[config.mk]
export PLATFORM = sky130hd
export DESIGN_NAME = dram_arbiter
export DESIGN_NICKNAME = d
export VERILOG_FILES = /design/src/rtl/dram_arbiter.sv
export SDC_FILE = /design/constraint.sdc
export NUM_CORES = 1
export LEC_CHECK = 0
export BUFFER_PORTS_ARGS = -buffer_cell sky130_fd_sc_hd__buf_4
export CELL_PAD_IN_SITES_DETAIL_PLACEMENT = 1
export CELL_PAD_IN_SITES_GLOBAL_PLACEMENT = 1
export CORE_AREA = 2 2 100 102
export CTS_CLUSTER_SIZE = 25
export DETAILED_ROUTE_END_ITERATION = 7
export DIE_AREA = 0 0 102 104
export HOLD_SLACK_MARGIN = 0.02
export PLACE_DENSITY = 0.83
export SYNTH_ARGS = -nofsm -noshare
export SYNTH_HDL_FRONTEND = slang
export SYNTH_SLANG_ARGS = --single-unit
[constraint.sdc]
create_clock -name clk -period 5 [get_ports clk]
set_input_delay 0.75 -clock clk [delete_from_list [all_inputs] [get_ports clk]]
set_output_delay 0.75 -clock clk [all_outputs]
set_load 0.02 [all_outputs]
[src/rtl/dram_arbiter.sv]
`default_nettype none
// ============================================================================
//  Module      : dram_arbiter
//  Description : Two-master arbiter for the single-port data DRAM. The CPU
//                MEM-stage port has priority. A DMA/loader port is protected
//                from starvation by a saturating denial counter and may hold
//                the DRAM for a bounded locked burst. Read data (one-cycle
//                DRAM latency) is steered back to whichever port issued the
//                read.
//  Revision    : 1.0  initial release
// ----------------------------------------------------------------------------
//  Ports
//    clk, rst_n                    clock, asynchronous active-low reset
//    cpu_req_i/we_i/addr_i/wdata_i CPU access request (we == 0 is a read)
//    cpu_gnt_o, cpu_stall_o        CPU issued this cycle / CPU deferred
//    cpu_rvalid_o, cpu_rdata_o     CPU read return
//    dma_req_i/lock_i/we_i/addr_i/wdata_i  DMA access request (+ burst lock)
//    dma_gnt_o                     DMA issued this cycle
//    dma_rvalid_o, dma_rdata_o     DMA read return
//    dram_a_o/we_o/din_o           DRAM address, byte enables, write data
//    dram_spo_i                    DRAM read data (one cycle after address)
// ============================================================================
module dram_arbiter #(
    parameter int unsigned STARVE_LIMIT = 4,
    parameter int unsigned MAX_BURST    = 8
) (
    input  logic        clk,
    input  logic        rst_n,
    input  logic        cpu_req_i,
    input  logic [3:0]  cpu_we_i,
    input  logic [15:0] cpu_addr_i,
    input  logic [31:0] cpu_wdata_i,
    output logic        cpu_gnt_o,
    output logic        cpu_stall_o,
    output logic        cpu_rvalid_o,
    output logic [31:0] cpu_rdata_o,
    input  logic        dma_req_i,
    input  logic        dma_lock_i,
    input  logic [3:0]  dma_we_i,
    input  logic [15:0] dma_addr_i,
    input  logic [31:0] dma_wdata_i,
    output logic        dma_gnt_o,
    output logic        dma_rvalid_o,
    output logic [31:0] dma_rdata_o,
    output logic [15:0] dram_a_o,
    output logic [3:0]  dram_we_o,
    output logic [31:0] dram_din_o,
    input  logic [31:0] dram_spo_i
);

    localparam logic [3:0] C_STARVE_MAX = 4'(STARVE_LIMIT);
    // Beat counter value while the final permitted beat is being granted.
    localparam logic [3:0] C_BEAT_LAST  = 4'(MAX_BURST - 1);

    typedef enum logic [0:0] {
        ST_ARB   = 1'b0,
        ST_BURST = 1'b1
    } state_t;

    state_t      state_q, state_d;
    logic [3:0]  starve_q, starve_d;
    logic [3:0]  beat_q, beat_d;
    logic        resp_valid_q, resp_valid_d;
    logic        resp_dma_q, resp_dma_d;     // 1: outstanding read belongs to DMA

    logic        w_cpu_gnt;
    logic        w_dma_gnt;
    logic        w_burst_exit;

    always_ff @(posedge clk or negedge rst_n) begin
        if (!rst_n) begin
            state_q      <= ST_ARB;
            starve_q     <= 4'd0;
            beat_q       <= 4'd0;
            resp_valid_q <= 1'b0;
            resp_dma_q   <= 1'b0;
        end else begin
            state_q      <= state_d;
            starve_q     <= starve_d;
            beat_q       <= beat_d;
            resp_valid_q <= resp_valid_d;
            resp_dma_q   <= resp_dma_d;
        end
    end

    always_comb begin
        state_d      = state_q;
        beat_d       = beat_q;
        starve_d     = 4'd0;
        w_cpu_gnt    = 1'b0;
        w_dma_gnt    = 1'b0;
        w_burst_exit = 1'b0;

        case (state_q)
            ST_ARB: begin
                w_dma_gnt = dma_req_i & (~cpu_req_i | (starve_q == C_STARVE_MAX));
                w_cpu_gnt = cpu_req_i & ~w_dma_gnt;
                // The grant taken here already counts as beat 1.
                if (w_dma_gnt && dma_lock_i) begin
                    state_d = ST_BURST;
                    beat_d  = 4'd1;
                end
            end
            ST_BURST: begin
                w_dma_gnt    = dma_req_i;
                w_burst_exit = ~dma_req_i | ~dma_lock_i | (beat_q == C_BEAT_LAST);
                if (w_burst_exit) begin
                    state_d = ST_ARB;
                    beat_d  = 4'd0;
                end else begin
                    beat_d  = beat_q + 4'd1;
                end
            end
            default: begin
                state_d = ST_ARB;
                beat_d  = 4'd0;
            end
        endcase

        // Saturating count of consecutive denied DMA cycles; a burst exit
        // also clears it so the CPU regains priority right after a burst.
        if (dma_req_i && !w_dma_gnt && !w_burst_exit) begin
            starve_d = (starve_q == C_STARVE_MAX) ? starve_q : starve_q + 4'd1;
        end
    end

    // Read tracking: one outstanding response, tagged with its owner.
    assign resp_valid_d = (w_dma_gnt & (dma_we_i == 4'd0)) |
                          (w_cpu_gnt & (cpu_we_i == 4'd0));
    assign resp_dma_d   = w_dma_gnt;

    assign cpu_gnt_o    = w_cpu_gnt;
    assign dma_gnt_o    = w_dma_gnt;
    assign cpu_stall_o  = cpu_req_i & ~w_cpu_gnt;

    assign cpu_rvalid_o = resp_valid_q & ~resp_dma_q;
    assign dma_rvalid_o = resp_valid_q &  resp_dma_q;
    assign cpu_rdata_o  = dram_spo_i;
    assign dma_rdata_o  = dram_spo_i;

    // Idle cycles still present the CPU address so a following CPU read
    // sees a stable bus, but never write.
    assign dram_a_o   = w_dma_gnt ? dma_addr_i  : cpu_addr_i;
    assign dram_din_o = w_dma_gnt ? dma_wdata_i : cpu_wdata_i;
    assign dram_we_o  = w_dma_gnt ? dma_we_i : (w_cpu_gnt ? cpu_we_i : 4'd0);

endmodule
`default_nettype wire

After elaboration in Yosys (flattened, before gate mapping)
Cells that the tools add are included.

Register bits after elaboration: 11. Word-level logic and storage cells: 51. Output and inout port bits: 121. Input bits: 141.

Reductions and logical operators: 7. $add $sub $neg: 2. Equal/unequal tests: 4. Mux-type cells: 15. Bitwise operators: 18.

Operator list (count): $mux W32 (1); $mux W4 (6); $mux W16 (1); $add A4 B1 Y4 const B (2); $eq A4 B3 Y1 const B (2); $logic_not A4 Y1 (2); $pmux W4 S2 (1); $and A1 B1 Y1 (7); $not A1 Y1 (7); $mux W1 (4); $ne A2 B2 Y1 const B (2); $or A1 B1 Y1 (4); $pmux W1 S2 (2); $logic_and A1 B1 Y1 (3); $logic_not A1 Y1 (2).

Depth between registers and ports, before layout
Depth after elaboration: 8. Depth in mapped cells: 7. Gate-level depth less buffers: 5.

Worst setup path after synthesis
OpenSTA, ideal clock, no wires.

Path kind: input port to output port. Start point: in cpu_req_i. End point: out dram_we_o[0]. Arrival time: 1.755 ns. Slack: 2.495 ns. Stages on the path: 3. Path through: nand2b_1 a21oi_1 a22o_1.

Longest elaborated chain between the ends: 8. Elaborated cells between the ends (all ways): 9.

RTL lines: start, declared (RTL line 29) `input logic cpu_req_i,`; $not A1 Y1 (RTL line 96) `w_dma_gnt = dma_req_i & (~cpu_req_i | (starve_q == C_STARVE_MAX));`; $or A1 B1 Y1 (RTL line 96); $and A1 B1 Y1 (RTL line 96); $not A1 Y1 (RTL line 97) `w_cpu_gnt = cpu_req_i & ~w_dma_gnt;`; $and A1 B1 Y1 (*) (RTL line 97); $mux W1 (*) (RTL line 94) `case (state_q)`; net cpu_gnt_o (RTL line 33) `output logic cpu_gnt_o,`; $mux W4 (*) (2 in a row) (RTL line 145) `assign dram_we_o = w_dma_gnt ? dma_we_i : (w_cpu_gnt ? cpu_we_i : 4'd0);`; end, declared (RTL line 46) `output logic [3:0] dram_we_o,`.

The timed path passes the listed nets; every way through them passes the cells marked *.

Worst setup path in the final report
Start point: reg starve_q[0]. End point: out dram_a_o[0].

Longest elaborated chain between the ends: 5.

RTL lines: start, declared (RTL line 61) `logic [3:0] starve_q, starve_d;`; start signal, assigned (RTL line 79) `starve_q <= starve_d;`; $eq A4 B3 Y1 (RTL line 96); $or A1 B1 Y1 (RTL line 96); $and A1 B1 Y1 (RTL line 96); $pmux W1 S2 (RTL line 94); $mux W16 (RTL line 143) `assign dram_a_o = w_dma_gnt ? dma_addr_i : cpu_addr_i;`; end, declared (RTL line 45) `output logic [15:0] dram_a_o,`.

Every way passes these cells.

==> impl_metrics.json <==
{
  "worst-path-stages": 6,
  "post-route-period-util_pct": 66.20,
  "p_leak_uw": 0.001466,
  "cp_max_fo": 54,
  "grt_max_degree": 55,
  "postRouteAntennaNets": 0,
  "htreeDepth": 1,
  "start_util_pct": 19.48,
  "path_class": "reg2out",
  "cp_top_family": "compound AO/OA/AOI/OAI gates",
  "dpl_cell_area_sq_um": 2725,
  "min_period_ns": 3.310,
  "root_buffer": "clkbuf_8",
  "cap_viol_max_count": 0,
  "track_usage_pct": 13.51,
  "wirelength_mm": 7.832,
  "relSlewSlack_pct": 32.67,
  "area_delta_synth_final_pct": 48.89,
  "portBuffers": 165,
  "clk_latency_ns": 0.24,
  "row_count": 36,
  "yosysSeqAreaShare_pct": 14.79,
  "clk_pin_slew_ns": 0.05,
  "vias_per_cell": 4.068,
  "synth_edf_count": 0,
  "avgSynthCellArea_sq_um": 10.51,
  "critPathMaxStageDelay_ns": 0.80,
  "path_cells": "inv_1, ha_1, and3b_1, o21a_4, mux2_1, buf_4",
  "r2r_cells": 4,
  "crit_buf_inv": 2,
  "irDropWorstVdd_mv": 0.09208,
  "drt_iter0_drc": 32,
  "reg2reg_setup_slack_ns": 3.09,
  "reg2reg_from": "starve_q[0]$_DFFE_PN0P_",
  "tns_ns": 0,
  "grt_overflow": 0,
  "routed-via-count": 1664,
  "finalClockSkew_ns": 0.001037,
  "nets": 421,
  "fp.dieW_um": 102,
  "status": "complete, no violations",
  "cts_buffers": 3,
  "synth.ff_latch_count": 11,
  "grt_pass1_wl_mm": 10.89,
  "cts_tree": "yes",
  "die_h_um": 104,
  "syn_area_sq_um": 1861,
  "cp.arrival_ns": 2.56,
  "core_area_sq_um": 9549,
  "r2r-end": "resp_dma_q$_DFF_PN0_",
  "cts_sinks": 11,
  "synthFlopType": "dfrtp_1",
  "remaining_drc_errors": 0,
  "die_area_sq_um": 10610,
  "critPathLaunchType": "register",
  "dp_hpwl_mm": 6.831,
  "post_cts_buffers": 0,
  "synth.net_count": 321,
  "async_reset_ff_share_pct": 100.0,
  "ios": 262,
  "finalInstanceArea_sq_um": 2770,
  "wl_per_cell_um": 19.15,
  "ctsResizeCount": 0,
  "rsz0062_at_grt": "no",
  "drt_pass1_iterations": 4,
  "cp-end-kind": "output port",
  "cp_data_required_time_ns": 4.25,
  "worstHoldPathType": "in2async",
  "max_freq_mhz": 302.1,
  "powerDensity_nw_per_um2": 184.9,
  "worstMarginPinSlew_ns": 1.010,
  "drive_above_1_share_pct": 77.54,
  "grt_pass1_vias": 1873,
  "gp_congestion": 0.7209,
  "power_uw": 512.3,
  "ys_warn_count": 0,
  "ys_types": 29,
  "hold_viol": 0,
  "ctsHoldBuffers": 0,
  "setup_viol": 0,
  "cp_slowest_cell": "o21a_4",
  "critPathLaunch": "starve_q[0]$_DFFE_PN0P_",
  "synthCells": 177,
  "slew_viol_final": 0,
  "num_antenna_cells": 0,
  "clockBufferDepth": 2,
  "crit_end": "dram_a_o[0]",
  "antenna_found_initial": 0
}
through the flow:
stage | instances | hold slack, ns | utilization, % | worst slack (ns)
CTS | 409 | 0.3371 | 29.01 | 1.668
finish | 409 | 0.3322 | 29.01 | 1.690
global route | 409 | 0.3452 | 29.01 | 1.550
global placement | 405 | 0.4776 | 28.54 | 1.872
detailed placement | 405 | 0.5070 | 28.54 | 1.829
floorplan | 177 | 0.4530 | - | 2.495
per-layer routing:
layer	part of all wire, %	routed length, um	global-route usage, %
met4	3.3	260	5.048
met1	33	2622	13.42
met5	0	0	0
met2	44	3464	21.62
met3	19	1485	9.812
worst min path at each step:
stage	from	endpoint
floorplan	rst_n	beat_q[0]$_DFFE_PN0P_
global placement	starve_q[0]$_DFFE_PN0P_	starve_q[0]$_DFFE_PN0P_
detailed placement	starve_q[0]$_DFFE_PN0P_	starve_q[0]$_DFFE_PN0P_
CTS	rst_n	beat_q[3]$_DFFE_PN0P_
global route	rst_n	resp_valid_q$_DFF_PN0_
finish	rst_n	beat_q[3]$_DFFE_PN0P_
synth_stat cells (2+ instances only):
cell type	n	area [sq um]
nand3_1	3	15.01
inv_1	5	18.77
ha_1	3	37.54
nor4_1	2	12.51
nor2_1	5	18.77
mux2_4	45	675.7
mux2_1	3	33.78
nor2b_1	3	18.77
buf_6	6	67.56
buf_4	64	480.5
nor3b_1	2	15.01
a22o_1	5	43.79
a21oi_1	3	15.01
and2_1	3	18.77
dfrtp_1	11	275.3
cells by family (layout without fill, tap and decap cells):
kind of cell               count (synthesis)  after routing  synth area share, %
AOI/OAI and AO/OA                         15             15                6.187
xor gates and xnor gates                   2              2               0.9417
adders and majority gates                  3              3                2.018
buffers and inverters                     75            174                30.46
DFF                                       11             11                14.79
muxes                                     48             48                38.13
and+or+nand+nor                           23             23                7.465
flip-flops by register name (all words and copies together) (netlist names):
| name | cells |
|---|---|
| resp_dma_q | 1 |
| resp_valid_q | 1 |
| starve_q | 4 |
| beat_q | 4 |
| state_q | 1 |
power by group:
part | switching (uW) | internal [uW]
Clock | 34.9 | 56.1
Combinational | 141 | 176
Sequential | 7.31 | 97.5
Total | 183 | 329
final cells by class:
class	count	area [sq um]
fill	1132	6779
tap	133	166.4
sequential	11	275.3
multi-input combinational	91	1026
timing repair buffer	165	1239
inverter	5	18.77
clock buffer	4	45.04
cells in the final DEF, fill, tap and decap left out:
cell	synthesis	final
buf_4	64	165
mux2_4	45	45
dfrtp_1	11	11
a22o_1	5	5
inv_1	5	5
nor2_1	5	5
a21oi_1	3	3
mux2_1	3	3
nor2b_1	3	3
and2_1	3	3
nand3_1	3	3
ha_1	3	3
clkbuf_8	0	3
nor4_1	2	2
nor3b_1	2	2
and3b_1	1	1
nand2b_1	1	1
o21a_4	0	1
o211ai_1	1	1
a21bo_1	1	1
o22ai_1	1	1
nand3b_1	1	1
a31oi_1	1	1
or3b_1	1	1
xnor2_1	1	1
xor2_1	1	1
nor4b_1	1	1
a221o_1	1	1
a211o_1	1	1
clkbuf_1	0	1
Power figures use the tool's default switching activity.
